**config.mk**
```make
export PLATFORM = sky130hd
export DESIGN_NAME = uart_rx_gen
export DESIGN_NICKNAME = d
export VERILOG_FILES = /design/src/rtl/uart_rx_gen.sv
export SDC_FILE = /design/constraint.sdc
export NUM_CORES = 1
export LEC_CHECK = 0
export ABC_CLOCK_PERIOD_IN_PS = 6200
export CAP_MARGIN = 15
export CORE_UTILIZATION = 60
export CTS_CLUSTER_SIZE = 25
export DETAILED_ROUTE_END_ITERATION = 10
export MAX_ROUTING_LAYER = met4
export PLACE_DENSITY = 0.84
export SKIP_LAST_GASP = 1
export SYNTH_ARGS = -nofsm -noshare
export SYNTH_HDL_FRONTEND = slang
export SYNTH_SLANG_ARGS = --single-unit
```
**constraint.sdc**
```tcl
create_clock -name clk_i -period 6.2 [get_ports clk_i]
set_input_delay 1.24 -clock clk_i [delete_from_list [all_inputs] [get_ports clk_i]]
set_output_delay 1.24 -clock clk_i [all_outputs]
set_load 0.1 [all_outputs]
```
**src/rtl/uart_rx_gen.sv**
```systemverilog
// UART receiver: runtime data length, five parity modes, 1/2 stop bits,
// 3-sample majority vote at bit centre, one-entry valid/ready output register.
module uart_rx_gen #(
  parameter int unsigned MaxDataW   = 9,
  parameter int unsigned Oversample = 16,
  parameter int unsigned CntW       = $clog2(Oversample)
) (
  input  logic                clk_i,
  input  logic                rst_i,
  input  logic                enable_i,
  input  logic                tick_i,
  input  logic                rx_i,
  input  logic [3:0]          data_len_i,
  input  logic [2:0]          parity_mode_i,
  input  logic                stop2_i,
  output logic [MaxDataW-1:0] rdata_o,
  output logic                rvalid_o,
  input  logic                rready_i,
  output logic                frame_err_o,
  output logic                parity_err_o,
  output logic                break_o,
  output logic                overflow_o,
  output logic                idle_o
);

  typedef enum logic [2:0] {
    S_IDLE, S_START, S_DATA, S_PARITY, S_STOP1, S_STOP2, S_WAIT_HIGH
  } state_e;

  typedef enum logic [2:0] {
    PAR_NONE  = 3'd0,
    PAR_EVEN  = 3'd1,
    PAR_ODD   = 3'd2,
    PAR_MARK  = 3'd3,
    PAR_SPACE = 3'd4
  } par_e;

  localparam logic [CntW-1:0] CntS0   = CntW'(Oversample / 2 - 1);
  localparam logic [CntW-1:0] CntS1   = CntW'(Oversample / 2);
  localparam logic [CntW-1:0] CntS2   = CntW'(Oversample / 2 + 1);
  localparam logic [CntW-1:0] CntLast = CntW'(Oversample - 1);

  state_e              state_q, state_d;
  logic [CntW-1:0]     cnt_q;
  logic [3:0]          bit_q;
  logic [3:0]          len_q, len_in;
  par_e                par_q, par_in;
  logic                stop2_q;
  logic [1:0]          smp_q;
  logic [MaxDataW-1:0] shreg_q;
  logic                frame_q, perr_q, pbit_q;

  logic step, at_dec, at_last, maj, done, frame_fin, exp_par, load, brk;

  // Config sanitising: clamp length, fold unknown parity modes to none.
  always_comb begin
    len_in = data_len_i;
    if (data_len_i < 4'd5) len_in = 4'd5;
    else if (32'(data_len_i) > MaxDataW) len_in = 4'(MaxDataW);
    par_in = PAR_NONE;
    if (parity_mode_i <= 3'd4) par_in = par_e'(parity_mode_i);
  end

  always_comb begin
    step      = enable_i & tick_i;
    at_dec    = step && (cnt_q == CntS2);
    at_last   = step && (cnt_q == CntLast);
    maj       = (smp_q[0] & smp_q[1]) | (smp_q[0] & rx_i) | (smp_q[1] & rx_i);
    frame_fin = frame_q | ~maj;
    case (par_q)
      PAR_EVEN: exp_par = ^shreg_q;
      PAR_ODD:  exp_par = ~^shreg_q;
      PAR_MARK: exp_par = 1'b1;
      default:  exp_par = 1'b0;
    endcase
  end

  always_comb begin
    state_d = state_q;
    done    = 1'b0;
    case (state_q)
      S_IDLE:   if (step && !rx_i) state_d = S_START;
      S_START: begin
        if (at_dec && maj) state_d = S_IDLE;
        else if (at_last)  state_d = S_DATA;
      end
      S_DATA: begin
        if (at_last && (bit_q == len_q - 4'd1))
          state_d = (par_q == PAR_NONE) ? S_STOP1 : S_PARITY;
      end
      S_PARITY: if (at_last) state_d = S_STOP1;
      S_STOP1: begin
        if (at_dec && !stop2_q) begin
          done    = 1'b1;
          state_d = frame_fin ? S_WAIT_HIGH : S_IDLE;
        end else if (at_last) begin
          state_d = S_STOP2;
        end
      end
      S_STOP2: begin
        if (at_dec) begin
          done    = 1'b1;
          state_d = frame_fin ? S_WAIT_HIGH : S_IDLE;
        end
      end
      S_WAIT_HIGH: if (step && rx_i) state_d = S_IDLE;
      default:     state_d = S_IDLE;
    endcase
    if (!enable_i) state_d = S_IDLE;
  end

  always_ff @(posedge clk_i or posedge rst_i) begin
    if (rst_i) state_q <= S_IDLE;
    else       state_q <= state_d;
  end

  always_ff @(posedge clk_i or posedge rst_i) begin
    if (rst_i) begin
      cnt_q   <= '0;
      bit_q   <= '0;
      len_q   <= '0;
      par_q   <= PAR_NONE;
      stop2_q <= 1'b0;
      smp_q   <= '0;
      shreg_q <= '0;
      frame_q <= 1'b0;
      perr_q  <= 1'b0;
      pbit_q  <= 1'b0;
    end else if (!enable_i) begin
      cnt_q <= '0;
      bit_q <= '0;
    end else if (tick_i) begin
      if (state_q == S_IDLE)
        cnt_q <= (state_d == S_START) ? CntW'(1) : '0;
      else if (state_q == S_WAIT_HIGH || state_d == S_IDLE || state_d == S_WAIT_HIGH)
        cnt_q <= '0;
      else if (cnt_q == CntLast)
        cnt_q <= '0;
      else
        cnt_q <= cnt_q + CntW'(1);

      if (cnt_q == CntS0) smp_q[0] <= rx_i;
      if (cnt_q == CntS1) smp_q[1] <= rx_i;

      if (state_q == S_IDLE && state_d == S_START) begin
        len_q   <= len_in;
        par_q   <= par_in;
        stop2_q <= stop2_i;
        shreg_q <= '0;
        bit_q   <= '0;
        frame_q <= 1'b0;
        perr_q  <= 1'b0;
        pbit_q  <= 1'b0;
      end

      case (state_q)
        S_DATA: begin
          if (cnt_q == CntS2) begin
            for (int unsigned i = 0; i < MaxDataW; i++)
              if (32'(bit_q) == i) shreg_q[i] <= maj;
          end
          if (cnt_q == CntLast) bit_q <= bit_q + 4'd1;
        end
        S_PARITY: begin
          if (cnt_q == CntS2) begin
            pbit_q <= maj;
            perr_q <= maj ^ exp_par;
          end
        end
        S_STOP1: if (cnt_q == CntS2) frame_q <= frame_q | ~maj;
        default: ;
      endcase
    end
  end

  // A completing character may replace the held one when it is being accepted
  // in the same cycle; otherwise it is dropped and flagged as overflow.
  always_comb begin
    load = done & (~rvalid_o | rready_i);
    brk  = frame_fin & (shreg_q == '0) & ((par_q == PAR_NONE) | ~pbit_q);
  end

  always_ff @(posedge clk_i or posedge rst_i) begin
    if (rst_i) begin
      rdata_o      <= '0;
      rvalid_o     <= 1'b0;
      frame_err_o  <= 1'b0;
      parity_err_o <= 1'b0;
      break_o      <= 1'b0;
      overflow_o   <= 1'b0;
    end else begin
      overflow_o <= done & ~load;
      if (load) begin
        rdata_o      <= shreg_q;
        frame_err_o  <= frame_fin;
        parity_err_o <= perr_q;
        break_o      <= brk;
        rvalid_o     <= 1'b1;
      end else if (rvalid_o && rready_i) begin
        rvalid_o <= 1'b0;
      end
    end
  end

  assign idle_o = (state_q == S_IDLE);

endmodule

```
==> Word-level counts from Yosys, hierarchy flattened <==
Cells that the tools add are included.
{ "classes": {"n_addsub": 3, "mul": 0, "div": 0, "magnitude_cmp": 3, "n_eq_ne": 25, "n_shift": 0, "n_mux": 54, "n_bitwise": 18, "reduce_logical": 25} }
{ "ops": {"columns": ["operator", "count"], "rows": [
  ["4-bit two-way mux", 12],
  ["3-bit two-way mux", 13],
  ["9-bit two-way mux", 3],
  ["1-bit two-way mux", 23],
  ["3-bit one-hot mux with 7 select lines", 1],
  ["4-bit by 3-bit equality test with 1-bit output (second input constant)", 5],
  ["4-bit equality test (second input constant)", 4],
  ["3-bit by 2-bit equality test with 1-bit output (second input constant)", 4],
  ["3-bit equality test (second input constant)", 4],
  ["3-bit by 1-bit equality test with 1-bit output (second input constant)", 3],
  ["1-bit logical AND", 9],
  ["3-bit logical NOT", 3],
  ["9-bit logical NOT", 1],
  ["3-bit AND reduction", 3],
  ["9-bit XNOR reduction", 1],
  ["9-bit XOR reduction", 1],
  ["4-bit by 1-bit adder with 4-bit output (second input constant)", 2],
  ["1-bit AND", 8],
  ["4-bit by 2-bit equality test with 1-bit output (second input constant)", 2],
  ["1-bit OR", 5],
  ["4-bit by 1-bit equality test with 1-bit output (second input constant)", 1],
  ["4-bit equality test", 1],
  ["4-bit greater-than comparator (second input constant)", 1],
  ["4-bit logical NOT", 1],
  ["12 further kinds", 17]
]} }
{ "totals": {"register_bits": 47, "latchBits": 0, "ramBits": 0, "mem_bits_ro": 0, "output_inout_bits": 15, "word_cells": 146, "n_memories": 0} }

==> Logic depth before layout (Yosys ltp) <==
{ "depth": {"ltp_word": 16, "depth_mapped": 9} }

==> Least setup slack after synthesis <==
OpenSTA, ideal clock, no wires.
{ "synth_path": {"path_type": "input to register", "from": "input port enable_i", "to": "register cnt_q[2]", "arrival_ns": 2.962, "required_time_ns": 6.058, "slack_ns": 3.097, "stages": 9, "path_cell_list": "buf_2 > nand2_1 > buf_2 > or4_4 > or2_0 > o2111a_2 > o211a_1 > o31ai_2 > o211ai_1"} }
{ "synth_between": {"elab_chain_len": 13, "word_cells_on_any_way": 28, "classes_between": "eq/ne: 2; mux: 15; bitwise: 1; reduce/logical: 10"} }
{ "synth_rtl": {"columns": ["element", "line", "source"], "rows": [
  ["from (decl)", "10", "input logic enable_i,"],
  ["1-bit AND", "65", "step = enable_i & tick_i;"],
  ["1-bit logical AND, on equally long branches", "67, 66", null],
  ["3-bit two-way mux (tied with other cells)", "96", "end else if (at_last) begin"],
  ["3-bit two-way mux, on equally long branches", "93, 84, 88", null],
  ["3-bit one-hot mux with 7 select lines", "81", "case (state_q)"],
  ["3-bit two-way mux", "109", "if (!enable_i) state_d = S_IDLE;"],
  ["3-bit logical NOT", "135", "else if (state_q == S_WAIT_HIGH || state_d == S_IDLE || state_d == S_WAIT_HIGH)"],
  ["1-bit logical OR (2 in series)", "135", null],
  ["4-bit two-way mux", "135", null],
  ["4-bit two-way mux", "133", "if (state_q == S_IDLE)"],
  ["4-bit two-way mux", "132", "end else if (tick_i) begin"],
  ["4-bit two-way mux", "129", "end else if (!enable_i) begin"],
  ["to (signal assigned)", "134", "cnt_q <= (state_d == S_START) ? CntW'(1) : '0;"],
  ["to (signal assigned)", "140", "cnt_q <= cnt_q + CntW'(1);"],
  ["to (decl)", "44", "logic [CntW-1:0] cnt_q;"]
]} }
Parallel ways exist; a longest one is shown, timed or not. The select of a mux whose other input is x is not followed.
A chain may end at the register's enable or synchronous reset.

==> Worst setup path in the final report <==
{ "layout_path": {"from": "input port enable_i", "to": "register rdata_o[4]"} }
{ "layout_between": {"elab_chain_len": 6, "word_cells_on_any_way": 7, "classes_between": "mux: 3; bitwise: 2; reduce/logical: 2"} }
{ "layout_rtl": {"columns": ["element", "line", "source"], "rows": [
  ["1-bit AND *", "65", null],
  ["1-bit logical AND *", "66", "at_dec = step && (cnt_q == CntS2);"],
  ["1-bit logical AND", "93", "if (at_dec && !stop2_q) begin"],
  ["1-bit two-way mux", "93", null],
  ["1-bit one-hot mux with 2 select lines *", "81", null],
  ["1-bit AND *", "179", "load = done & (~rvalid_o | rready_i);"],
  ["to (signal assigned)", "194", "rdata_o <= shreg_q;"],
  ["to (decl)", "16", "output logic [MaxDataW-1:0] rdata_o,"]
]} }
Mark *: on every way between the ends. The rest lies on a longest branch, timed or not.

==> run_results.csv <==
group,metric,value,unit
status,status,"finished clean",
logic_synthesis,ys_async_sr_fraction,100,%
global_route,grt_antenna_before_repair,0,
clock_tree,cts_num_sinks,47,
setup_path,crit_required,6.40,ns
sta,finalSetupViolations,0,
setup_path,rr_startpoint,"cnt_q[0]",
routing,wl_per_cell,15.3,µm
setup_path,slowest_stage,"nor2b_1",
finish,drive_above_1_share,13.0,%
setup_path,worstPathArrival,4.10,ns
logic_synthesis,ys.flop_type,"dfrtp_1",
sta,fin_crit,3.90,ns
pwr,ir_worst_vdd,130,µV
finish,fin_nets,333,
routing,drt_iter0_markers,128,
sta,worst_pin_slew,1.01,ns
job,drv_cap,0,
routing,drc_errors,0,
global_route,grt_pass1_wl,9750,µm
routing,vias,2174,
sta,finalCritPeriodShare,62.9,%
logic_synthesis,synth_nets,310,
global_route,gr-total-overflow,0,
routing,ant_nets,0,
placement,place.port_buffers,28,
finish,antenna-diode-count,0,
routing,via_per_inst,6.04,
logic_synthesis,synth_compound_area_share,15.4,%
global_route,grt_max_degree,48,
logic_synthesis,synth_area_per_cell,9.62,µm²
pwr,powerDensity,204,nW/µm²
routing,routed_wl,5520,µm
sta,timing.final.hold_violations,0,
placement,pre_cts_slack,2.00,ns
setup_path,crit_chain,"clkdlybuf4s50_1 -> nand2_1 -> or4_4 -> nor2b_1 -> mux2_2",
placement,hpwl,4130,µm
logic_synthesis,synth-xor-area-share,2.88,%
logic_synthesis,synth_top_family_by_area,"simple AND/OR/NAND/NOR gates",
sta,fmax,257,MHz
global_route,grt_pass1_vias,2110,
logic_synthesis,synthAdderAreaFrac,5.86,%
clock_tree,cts_buffers,5,
clock_tree,htreeDepth,2,
die,die_w,69.5,µm
clock_tree,clockBufferDepth,2,
die,io_pins,29,
die,die_height,69.5,µm
clock_tree,postCtsSetupBuffers,0,
logic_synthesis,synth_sequential_area_ratio,43.0,%
logic_synthesis,synth-edff-count,0,
clock_tree,cts_tree,"yes",
finish,syn2layout_area_growth,14.9,%
sta,worst_slack,2.30,ns
clock_tree,ctsResizeCount,0,
setup_path,end_kind,"flip-flop",
global_route,grt_usage,26.4,%
logic_synthesis,synthCells,284,
clock_tree,cts-root-buf,"clkbuf_8",
clock_tree,path_clk_slew,0.09,ns
logic_synthesis,synth.distinct_cells,60,
setup_path,cp_max_fo,20,
die,die-area,4830,µm²
clock_tree,clkLatencyLatePin,0.31,ns
die,initial_utilization,62.8,%
pwr,p_leak,1.34,nW
logic_synthesis,synth.cell_area,2730,µm²
finish,seq_area,1180,µm²
logic_synthesis,ys_ff_latch,47,
logic_synthesis,synth-simple-area-share,21.3,%
die,rows,24,
setup_path,slowest_delay,0.79,ns
die,core_area,4350,µm²
setup_path,worstSetupPathType,"in2reg",
setup_path,start_kind,"primary input",
setup_path,cp-startpoint,"enable_i",
sta,max_slew_margin,32.7,%
worst_hold_path,hp-class,"reg2reg",
placement,gp_congestion,0.932,
finish,num-fill-cells,339,
worst_hold_path,min-delay-start,"par_q[1]",
finish,multi_input_area,1430,µm²
routing,first_pass_iters,4,
logic_synthesis,synth_mux_area_share,6.50,%
sta,finClkSkew,0.00985,ns
logic_synthesis,yosysWarnings,0,
sta,slew_viol_final,0,
sta,rsz0062_at_grt,"false",
clock_tree,ctsHoldBuffers,0,
sta,finalSetupTns,0,ns
==> cell families after synthesis <==
logic type                 count (synthesis)
and+or+nand+nor                          101
xor gates and xnor gates                   9
AOI/OAI and AO/OA                         66
adders and majority gates                 13
muxes                                     16
buffers and inverters                     32
DFF                                       47
==> report_power, final <==
| group | total, mW | internal [mW] | switching [mW] |
|---|---|---|---|
| sequential | 0.327 | 0.317 | 0.00980 |
| clock | 0.231 | 0.121 | 0.109 |
| combinational | 0.0838 | 0.0335 | 0.0504 |
==> layout by cell type, fill, tap and decap left out, types with 3 or more instances in the layout <==
master,netlist,routed
ha_1,12,12
mux2_2,14,14
clkdlybuf4s50_1,0,28
nand3_1,4,4
and2_1,3,3
nor2_1,16,16
nand2b_1,3,3
a21oi_1,10,10
inv_1,19,18
nand4_1,3,3
a31oi_1,8,8
clkbuf_8,0,5
o21ai_0,26,26
nand2_1,33,33
or3_1,4,4
nor3_1,6,5
xnor2_1,7,7
dfrtp_1,47,47
nor2b_1,8,8
==> worst max-delay path, delay by kind of cell <==
family	cells	cell delay, ns
AND/OR/NAND/NOR	3	1.78
buffers and inverters	1	0.65
multiplexers	1	0.42
==> cell usage after synthesis, types with 4 or more instances <==
library cell / instances / area (µm²)
a21oi_1: 10 / 50.1
a31oi_1: 8 / 50.1
buf_2: 4 / 20.0
clkbuf_1: 7 / 26.3
dfrtp_1: 47 / 1180
ha_1: 12 / 150
inv_1: 19 / 71.3
mux2_2: 14 / 158
nand2_1: 33 / 124
nand3_1: 4 / 20.0
nor2_1: 16 / 60.1
nor2b_1: 8 / 50.1
nor3_1: 6 / 30.0
o21ai_0: 26 / 130
or3_1: 4 / 25.0
xnor2_1: 7 / 61.3
==> routing by layer <==
metal  wire (µm)  vias up  track usage (%)
met5           0        -                -
met1        2410     1043             32.3
li1            -     1052                -
met3         237       12             5.52
met2        2780       67             44.0
met4          96        0             8.39
==> stage by stage <==
step | util [%] | instance area (µm²) | power, mW | instances | hold WS [ns]
floorplan | - | 2730 | 0.389 | 284 | 0.438
global placement | 69.5 | 3030 | 0.413 | 352 | 0.468
detailed placement | 69.5 | 3030 | 0.417 | 352 | 0.473
CTS | 72.1 | 3140 | 0.644 | 360 | 0.491
global route | 72.1 | 3140 | 0.668 | 360 | 0.530
finish | 72.1 | 3140 | 0.642 | 360 | 0.491
==> final timing paths <==
check	endpoint	slack [ns]	cells past startpoint
max in group asynchronous	par_q[1]	4.16	2
worst max register to register	cnt_q[0]	3.44	7
worst min-delay path	par_q[1]	0.49	2
worst max-delay path	rdata_o[4]	2.30	5
min in group asynchronous	rvalid_o	1.46	2
worst min register to register	par_q[1]	0.49	2
==> final cells by class <==
class                           instances  share of cell area, %
Clock buffer                            5                   2.19
Inverter                               19                   2.27
Multi-Input combinational cell        205                   45.4
Clock inverter                          3                   1.47
Sequential cell                        47                   37.5
Tap cell                               52                   2.07
Timing Repair Buffer                   29                   9.16
==> sequential cells by signal, indices dropped and copies added (netlist names), 2 cells and up <==
signal	cells
state_q	3
cnt_q	4
len_q	4
bit_q	4
shreg_q	9
par_q	3
smp_q	2
rdata_o	9
(Power assumes the default switching activity.)
